File: src/rtl/csa_pkg.sv
// ---------------------------------------------------------------------------
// csa_pkg
// Shared definitions for the pipelined carry-save adder tree:
//   DADDA_H      - Dadda height sequence used to pick each level's target height
//   stage_tag_t  - sideband tags that travel with every pipeline stage
//   csa_levels   - number of 3:2 levels needed to reduce n operands to two
//   dadda_height - operand count remaining after a given number of levels
// ---------------------------------------------------------------------------
package csa_pkg;

    localparam int DADDA_N = 7;
    localparam int DADDA_H [DADDA_N] = '{2, 3, 4, 6, 9, 13, 19};

    typedef struct packed {
        logic valid;
        logic acc;
        logic clr;
    } stage_tag_t;

    // Each Dadda height strictly below n costs one reduction level.
    function automatic int csa_levels(input int n);
        int lv;
        lv = 0;
        for (int i = 0; i < DADDA_N; i++) begin
            if (DADDA_H[i] < n) begin
                lv++;
            end
        end
        return lv;
    endfunction

    // Height after 'lvl' levels: each level drops to the largest Dadda
    // height strictly below the current one.
    function automatic int dadda_height(input int n, input int lvl);
        int h;
        int t;
        h = n;
        for (int l = 0; l < lvl; l++) begin
            t = 2;
            for (int i = 0; i < DADDA_N; i++) begin
                if (DADDA_H[i] < h) begin
                    t = DADDA_H[i];
                end
            end
            h = t;
        end
        return h;
    endfunction

endpackage

File: src/rtl/csa_row_3_2.sv
// ---------------------------------------------------------------------------
// csa_row_3_2
// A W-bit row of full adders compressing three vectors into a sum vector and
// a carry vector. The carry vector is already weighted (shifted left by one,
// bit 0 = 0); the carry out of bit W-1 is dropped.
// Ports:
//   a, b, c : input  W-bit addends
//   s       : output W-bit bitwise sum
//   co      : output W-bit shifted carry
// ---------------------------------------------------------------------------
module csa_row_3_2
    import csa_pkg::*;
#(
    parameter int W = 16
) (
    input  logic [W-1:0] a,
    input  logic [W-1:0] b,
    input  logic [W-1:0] c,
    output logic [W-1:0] s,
    output logic [W-1:0] co
);

    assign s  = a ^ b ^ c;
    assign co = ((a & b) | (a & c) | (b & c)) << 1;

endmodule

File: src/rtl/csa_tree_pipe.sv
// ---------------------------------------------------------------------------
// csa_tree_pipe
// Pipelined multi-operand adder with optional running accumulation.
// NUM_OPS unsigned operands are reduced by Dadda-sequenced 3:2 carry-save
// levels (one register per level), then a carry-propagate adder feeds the
// output register, which also owns the accumulator. Latency is
// csa_levels(NUM_OPS)+1 cycles; one global stall freezes every stage.
// Ports:
//   clk, rst_n : clock, asynchronous active-low reset
//   i_valid    : input beat valid
//   o_ready    : input beat accepted this cycle (when i_valid)
//   i_ops      : NUM_OPS operands, operand k at [k*WIDTH +: WIDTH]
//   i_acc      : beat adds into the running accumulator
//   i_clr      : beat clears the accumulator before its own addition
//   o_valid    : result valid
//   i_ready    : downstream accepts the result
//   o_sum      : result, OUT_W bits
// ---------------------------------------------------------------------------
module csa_tree_pipe
    import csa_pkg::*;
#(
    parameter  int NUM_OPS = 8,
    parameter  int WIDTH   = 16,
    parameter  int ACC_EXT = 8,
    localparam int OUT_W   = WIDTH + $clog2(NUM_OPS) + ACC_EXT
) (
    input  logic                     clk,
    input  logic                     rst_n,
    input  logic                     i_valid,
    output logic                     o_ready,
    input  logic [NUM_OPS*WIDTH-1:0] i_ops,
    input  logic                     i_acc,
    input  logic                     i_clr,
    output logic                     o_valid,
    input  logic                     i_ready,
    output logic [OUT_W-1:0]         o_sum
);

    localparam int LEVELS = csa_levels(NUM_OPS);

    // Single stall condition shared by every stage.
    logic advance;
    assign advance = !o_valid || i_ready;
    assign o_ready = advance;

    genvar gi, gj;
    generate
        for (gi = 0; gi < LEVELS; gi++) begin : g_lvl
            localparam int CIN  = dadda_height(NUM_OPS, gi);
            localparam int COUT = dadda_height(NUM_OPS, gi + 1);
            // Each 3:2 row removes exactly one operand from the stack.
            localparam int ROWS = CIN - COUT;

            logic [OUT_W-1:0] in_vec   [CIN];
            logic [OUT_W-1:0] vec_next [COUT];
            logic [OUT_W-1:0] vec_reg  [COUT];
            stage_tag_t       tag_in;
            stage_tag_t       tag_reg;

            if (gi == 0) begin : g_src
                for (gj = 0; gj < CIN; gj++) begin : g_op
                    assign in_vec[gj] = OUT_W'(i_ops[gj*WIDTH +: WIDTH]);
                end
                // The register only loads on advance, so i_valid here is
                // exactly the accepted-beat qualifier.
                assign tag_in = '{valid: i_valid, acc: i_acc, clr: i_clr};
            end else begin : g_chain
                for (gj = 0; gj < CIN; gj++) begin : g_op
                    assign in_vec[gj] = g_lvl[gi-1].vec_reg[gj];
                end
                assign tag_in = g_lvl[gi-1].tag_reg;
            end

            for (gj = 0; gj < ROWS; gj++) begin : g_row
                csa_row_3_2 #(
                    .W (OUT_W)
                ) u_row (
                    .a  (in_vec[3*gj]),
                    .b  (in_vec[3*gj+1]),
                    .c  (in_vec[3*gj+2]),
                    .s  (vec_next[2*gj]),
                    .co (vec_next[2*gj+1])
                );
            end

            // Operands not consumed by a row pass straight to the next level.
            for (gj = 0; gj < CIN - 3*ROWS; gj++) begin : g_pass
                assign vec_next[2*ROWS+gj] = in_vec[3*ROWS+gj];
            end

            always_ff @(posedge clk or negedge rst_n) begin
                if (!rst_n) begin
                    tag_reg <= '0;
                    for (int k = 0; k < COUT; k++) begin
                        vec_reg[k] <= '0;
                    end
                end else if (advance) begin
                    tag_reg <= tag_in;
                    for (int k = 0; k < COUT; k++) begin
                        vec_reg[k] <= vec_next[k];
                    end
                end
            end
        end
    endgenerate

    // Carry-propagate stage feeding the output register.
    stage_tag_t       cpa_tag;
    logic [OUT_W-1:0] tree_sum;
    logic [OUT_W-1:0] acc_addend;
    logic [OUT_W-1:0] cpa_result;
    logic [OUT_W-1:0] acc_reg;

    assign cpa_tag    = g_lvl[LEVELS-1].tag_reg;
    assign tree_sum   = g_lvl[LEVELS-1].vec_reg[0] + g_lvl[LEVELS-1].vec_reg[1];
    assign acc_addend = (cpa_tag.acc && !cpa_tag.clr) ? acc_reg : '0;
    assign cpa_result = tree_sum + acc_addend;

    // acc_reg updates on the same edge a beat enters the output register, so a
    // back-to-back accumulate beat still in the CPA stage sees the new value.
    always_ff @(posedge clk or negedge rst_n) begin
        if (!rst_n) begin
            o_valid <= 1'b0;
            o_sum   <= '0;
            acc_reg <= '0;
        end else if (advance) begin
            o_valid <= cpa_tag.valid;
            if (cpa_tag.valid) begin
                o_sum <= cpa_result;
                if (cpa_tag.acc) begin
                    acc_reg <= cpa_result;
                end else if (cpa_tag.clr) begin
                    acc_reg <= '0;
                end
            end
        end
    end

endmodule

File: config.mk
export PLATFORM = sky130hd
export DESIGN_NAME = csa_tree_pipe
export DESIGN_NICKNAME = d
export VERILOG_FILES = /design/src/rtl/csa_pkg.sv /design/src/rtl/csa_row_3_2.sv /design/src/rtl/csa_tree_pipe.sv
export SDC_FILE = /design/constraint.sdc
export NUM_CORES = 1
export LEC_CHECK = 0
export ABC_AREA = 0
export BUFFER_PORTS_ARGS = -buffer_cell sky130_fd_sc_hd__buf_2
export CAP_MARGIN = 20
export CORE_ASPECT_RATIO = 1.25
export CORE_MARGIN = 5
export CORE_UTILIZATION = 45
export DETAILED_ROUTE_END_ITERATION = 10
export PLACE_DENSITY = 0.68
export SLEW_MARGIN = 20
export SYNTH_ARGS = -nofsm -noshare
export SYNTH_HDL_FRONTEND = slang
export SYNTH_SLANG_ARGS = --single-unit
File: constraint.sdc
create_clock -name clk -period 5.9 [get_ports clk]
set_input_delay 0.295 -clock clk [delete_from_list [all_inputs] [get_ports clk]]
set_output_delay 0.295 -clock clk [all_outputs]
set_load 0.005 [all_outputs]
==> results of run 1 <==
## layer usage
| metal | wire (um) | global-route usage | up-vias |
|---|---|---|---|
| met2 | 13800 | 0.259 | 199 |
| met5 | 0 | 0 | - |
| li1 | - | - | 5262 |
| met4 | 525 | 0.0380 | 0 |
| met1 | 14100 | 0.239 | 5029 |
| met3 | 1250 | 0.0215 | 36 |
## worst max path at each step
stage / end / slack (ns) / depth (start not counted)
final: acc_reg[19]$_DFFE_PN0P_ / 1.92 / 14
after floorplan: acc_reg[23]$_DFFE_PN0P_ / 2.45 / 13
after detailed placement: acc_reg[19]$_DFFE_PN0P_ / 1.97 / 14
after global placement: acc_reg[23]$_DFFE_PN0P_ / 2.08 / 14
after CTS: acc_reg[19]$_DFFE_PN0P_ / 1.93 / 14
after global routing: acc_reg[19]$_DFFE_PN0P_ / 1.72 / 14
## worst max-delay path: stages, from the launching register on
cell,delay [ns]
dfrtp_1,0.56
nor2b_1,0.22
buf_4,0.23
and2_1,0.20
ha_1,0.27
ha_1,0.16
inv_1,0.06
fa_1,0.45
and2b_1,0.25
o2111ai_2,0.16
a2111oi_2,0.44
nor3_2,0.12
o31ai_4,0.34
a22oi_1,0.15
a211oi_1,0.23
## cells in the final DEF (no fill, tap or decap), drive strengths merged, types with 3 or more instances in the layout
master	count
mux2i	3
nor2	21
a22o	14
dlygate4sd3	36
a21oi	22
clkinv	6
and2	25
a21o	8
inv	10
fa	111
o21a	4
o21ai	22
ha	23
and3	4
buf	171
nand2	841
xor2	8
a31oi	4
bufinv	3
mux2	5
nand4	5
dfrtp	313
o31ai	4
a32o	4
nand3	7
a211oi	4
xnor2	11
clkbuf	45
## metrics by stage
| stage | area [um2] | setup slack, ns | power [mW] | cells |
|---|---|---|---|---|
| final | 17800 | 1.92 | 9.44 | 2183 |
| after global routing | 17800 | 1.72 | 10.4 | 2183 |
| after CTS | 17800 | 1.93 | 9.59 | 2183 |
| after detailed placement | 16400 | 1.97 | 7.55 | 2093 |
| after global placement | 16400 | 2.08 | 7.45 | 2093 |
| after floorplan | 15200 | 2.45 | 6.46 | 1573 |
## kinds of logic after synthesis
logic type      after synthesis  share of synthesized area
simple gates                915                      0.235
buf+inv                      84                     0.0226
xor+xnor                     19                     0.0109
flops                       313                      0.514
fa+ha+maj                   134                      0.165
mux                           8                    0.00566
compound gates              100                     0.0476
## final cells by class
| type | instances | area (um2) | area share |
|---|---|---|---|
| clock buffer | 45 | 898 | 0.0506 |
| inverter | 10 | 45.0 | 0.00254 |
| tap | 423 | 529 | 0.0298 |
| clock inverter | 9 | 120 | 0.00676 |
| timing repair buffer | 207 | 1260 | 0.0710 |
| sequential | 313 | 7830 | 0.441 |
| multi-input combinational | 1176 | 7070 | 0.398 |
## power by group
group	switching, mW	internal [mW]	total (mW)	leakage (nW)
logic	2.26	1.50	3.76	4.86
clock network	0.794	1.17	1.97	0.506
registers	0.654	3.06	3.71	3.84
total	3.71	5.73	9.44	9.21
## timing repair
| action | 4_1_cts | 5_1_grt |
|---|---|---|
| hold buffers | 36 | 0 |
| endpoints found under the hold margin | 152 | 0 |
| gates resized for setup | 0 | 0 |
==> reports/qor.csv, run 1 <==
metric,value,unit
status,completed,
drc_errors,0,
dp_hpwl,20400,um
fp.dieH,216,um
min_period,3.98,ns
finalHoldViolCount,0,
reg2regPathDepth,14,
post-route-period-util,0.674,
r2r_end,acc_reg[19]$_DFFE_PN0P_,
first_pass_iters,4,
io_pins,163,
viasPerCell,4.82,
seq_area_frac_synth,0.514,
r2r_slack,1.92,ns
synthFlopType,dfrtp_1,
clock_latency,0.56,ns
synth-seq-cells,313,
num_rows,75,
antenna_found_initial,0,
ys_top_cells_by_area,"dfrtp_1 51%, nand2_1 21%, fa_1 15%",
synth_cells,1573,
syn_nets,1841,
synth_warnings,0,
yosysMostFrequentCell,nand2_1,
root_buffer,clkbuf_16,
ant_nets,0,
setup-tns-final,0,ns
n_fill_cell,2976,
required,6.35,ns
place.gp.congestion,0.855,
syn_area,15200,um2
grt_max_degree,120,
critical_path_class,flop to flop,
fmax,252,MHz
yosys.area.top_type,dfrtp_1,
cts.clk_slew.worst_paths,0.07,ns
crit_start,cpa_tag[1]$_DFFE_PN0N_,
htreeDepth,1,
fin_util,0.530,
die_area,37700,um2
largest_reg_flops,246,
numCtsBuffers,30,
synth_edf_count,0,
grt_pass1_vias,10900,
finClkSkew,0.0142,ns
drive_above_1_share,0.136,
dieWidth,175,um
yosys.cell_types.count,57,
setup_violations,0,
antennaDiodeCount,0,
grt_util_all_layers,0.162,
hp-start,i_ops[45],
wire_per_inst,13.6,um
whs,0.0949,ns
grt_setup_unrepaired,no,
synthTopCellsByCount,"840 x nand2_1, 313 x dfrtp_1, 111 x fa_1",
portBuffers,162,
synth_top_cell_area_share,0.514,
r2r-start,cpa_tag[1]$_DFFE_PN0N_,
cts_tree,yes,
drt-total-wl,29700,um
synth_area_per_cell,9.69,um2
irDropWorstVdd,0.269,mV
async_flop_share,1.00,
relSlewSlack,0.284,
worst_hold_path_type,primary input to flop,
holdPathStages,4,
tightest_slew,1.07,ns
grt_pass1_wl,52400,um
start_kind,flop,
initial_core_util,0.455,
vias,10500,
cp_max_fo,29,
end_kind,flop,
maxSlewViolCount,0,
cts_setup_buffers,0,
core_region_area,33500,um2
p_leak,9.21,nW
nets,2006,
clock-sinks,313,
holdPathEnd,g_lvl[0].vec_reg[122]$_DFFE_PN0N_,
powerDensity,531,nW/um2
gr-total-overflow,0,
drtIter0Drc,823,
synthToLayoutAreaGrowth,16.5,%
cap_violations,0,
critPathArrivalTime,4.43,ns
clock_path_buffers,3,
Power figures use the tool's default switching activity.
==> run 2, diff against run 1 <==
==> constraint.sdc (replaced) <==
create_clock -name clk -period 3.8 [get_ports clk]
set_input_delay 0.19 -clock clk [delete_from_list [all_inputs] [get_ports clk]]
set_output_delay 0.19 -clock clk [all_outputs]
set_load 0.005 [all_outputs]
==> reports/qor.csv, run 2 (synthesis gave the netlist of run 1 again) <==
metric,value,unit,change
finClkSkew,0.0272,ns,+0.0130 ns
maxSlewViolCount,0,,unchanged
fmax,279,MHz,+11%
htreeDepth,1,,unchanged
dp_hpwl,20200,um,-1.1%
portBuffers,162,,unchanged
hp-start,i_ops[3],,
grt_util_all_layers,0.176,,+0.0142
crit_top_cell,ha_1,,
worstSetupPathDepth,15,,+1
setup-tns-final,0,ns,unchanged
core_region_area,33500,um2,unchanged
start_kind,flop,,
grt_pass1_vias,11700,,+7.5%
die_area,37700,um2,unchanged
layout_common_cells,"840 x nand2_1, 313 x dfrtp_1, 161 x buf_2",,
irDropWorstVdd,0.418,mV,+55%
wire_per_inst,14.2,um,+4.6%
io_pins,163,,unchanged
setup_violations,0,,unchanged
post-route-period-util,0.944,,+0.270
grt_max_degree,256,,+110%
reg2regPathDepth,15,,+1
drt-total-wl,32200,um,+8.6%
crit_buf_inv,3,,+1
powerDensity,804,nW/um2,+51%
cap_violations,0,,unchanged
synthToLayoutAreaGrowth,22.4,%,
min_period,3.59,ns,-0.390 ns
place.gp.congestion,0.856,,about the same
dieWidth,175,um,unchanged
cts_tree,yes,,
numCtsBuffers,31,,+3.3%
r2r_slack,0.21,ns,-1.71 ns
clock-sinks,313,,unchanged
status,completed,,
relSlewSlack,0.198,,-0.0864
dp.cells,2096,,+0.14%
cts.clk_slew.worst_paths,0.06,ns,about the same
holdPathEnd,g_lvl[0].vec_reg[112]$_DFFE_PN0N_,,
finalHoldViolCount,0,,unchanged
r2r_end,acc_reg[23]$_DFFE_PN0P_,,
drtIter0Drc,674,,-18%
initial_core_util,0.455,,unchanged
holdPathStages,4,,unchanged
vias,11000,,+4.4%
crit_start,cpa_tag[1]$_DFFE_PN0N_,,
grt_pass1_wl,56900,um,+8.5%
gr-total-overflow,0,,unchanged
cpMaxStageDelayCell,fa_1,,
cp_max_fo,19,,-34%
end_kind,flop,,
layout.cells.non_filler,2267,,+3.8%
layout_commonest_cell,nand2_1,,
grt_setup_unrepaired,no,,
antenna_found_initial,1,,+1
cp_slowest_stage_delay,0.44,ns,-0.12 ns
cp_top_family,compound AO/OA/AOI/OAI gates,,
drc_errors,0,,unchanged
critical_path_class,flop to flop,,
first_pass_iters,6,,+2
viasPerCell,4.85,,+0.57%
required,4.24,ns,-2.11 ns
path_cells,"nor2b_2, buf_12, and2_1, ha_1, ha_1, inv_1, fa_1, and2b_1, o2111ai_2, a2111oi_2, nor3_2, o31ai_4, buf_4, a41o_2, a21oi_1",,
tightest_slew,1.20,ns,+0.130 ns
root_buffer,clkbuf_16,,
num_rows,75,,unchanged
p_leak,9.58,nW,+4.1%
r2r-start,cpa_tag[1]$_DFFE_PN0N_,,
ant_nets,0,,unchanged
drive_above_1_share,0.135,,-0.00180
clock_latency,0.57,ns,about the same
critPathArrivalTime,4.03,ns,-0.40 ns
clock_path_buffers,3,,unchanged
fp.dieH,216,um,unchanged
largest_reg_flops,246,,unchanged
worst_hold_path_type,primary input to flop,,
nets,2088,,+4.1%
## run 2: cell types whose count changed in the layout (fill, tap and decap cells not counted), sizes merged
cell	before	now
diode	0	1
inv	10	11
clkinvlp	0	1
buf	171	175
dlygate4sd3	36	113
## run 2: worst reg2reg max path, delay by kind of cell (launching register included)
kind	cells	cell delay [ns]
adder cells (fa/ha/maj)	3	0.87
AO/OA/AOI/OAI	5	1.15
AND/OR/NAND/NOR	4	0.70
buffers and inverters	3	0.40
flip-flops	1	0.37
## run 2: final cells by class
| class | instances | area [um2] |
|---|---|---|
| Fill cell | 2880 | 14800 |
| Sequential cell | 313 | 7830 |
| Multi-Input combinational cell | 1176 | 7070 |
| Timing Repair Buffer | 288 | 2110 |
| Clock buffer | 45 | 918 |
| Tap cell | 423 | 529 |
| Clock inverter | 11 | 144 |
| Inverter | 10 | 45.0 |
| Antenna cell | 1 | 2.50 |
## run 2: layer usage
metal	vias to the layer above	routed length [um]	GRT usage
li1	5415	-	-
met1	5305	14800	0.246
met3	41	1290	0.0240
met5	-	0	0
met2	232	15600	0.298
met4	0	569	0.0403
## run 2: where the power goes
part	leakage, nW	internal (mW)	total (mW)	switching (mW)
combinational	5.22	2.49	6.11	3.62
clock	0.524	1.87	3.16	1.28
sequential	3.84	4.75	5.74	0.989
## run 2: how the worst max path moves through the flow
stage,endpoint,slack [ns]
floorplan,acc_reg[23]$_DFFE_PN0P_,0.35
global placement,acc_reg[23]$_DFFE_PN0P_,0.32
detailed placement,acc_reg[19]$_DFFE_PN0P_,0.30
finish,acc_reg[23]$_DFFE_PN0P_,0.21
CTS,acc_reg[19]$_DFFE_PN0P_,0.29
global route,acc_reg[23]$_DFFE_PN0P_,0.005
## run 2: per-stage QoR
stage / area, um2 / worst slack, ns / utilization / hold slack, ns / total power [mW]
after floorplan: 15200 / 0.347 / - / -0.106 / 10.0
after global placement: 16500 / 0.324 / 0.491 / 0.336 / 11.6
after detailed placement: 16500 / 0.300 / 0.491 / 0.353 / 11.8
after CTS: 18600 / 0.286 / 0.557 / 0.00138 / 15.2
after global routing: 18700 / 0.00533 / 0.557 / 0.0318 / 16.5
final: 18700 / 0.215 / 0.557 / 0.0204 / 15.0
## run 2: timing repair
| action | 4_1_cts | 5_1_grt |
|---|---|---|
| gates resized for setup | 0 | 1 |
| hold buffers | 113 | 0 |
| setup buffers | 0 | 1 |
| hold endpoints to repair | 196 | 0 |
| endpoints found under the setup margin | 0 | 1 |
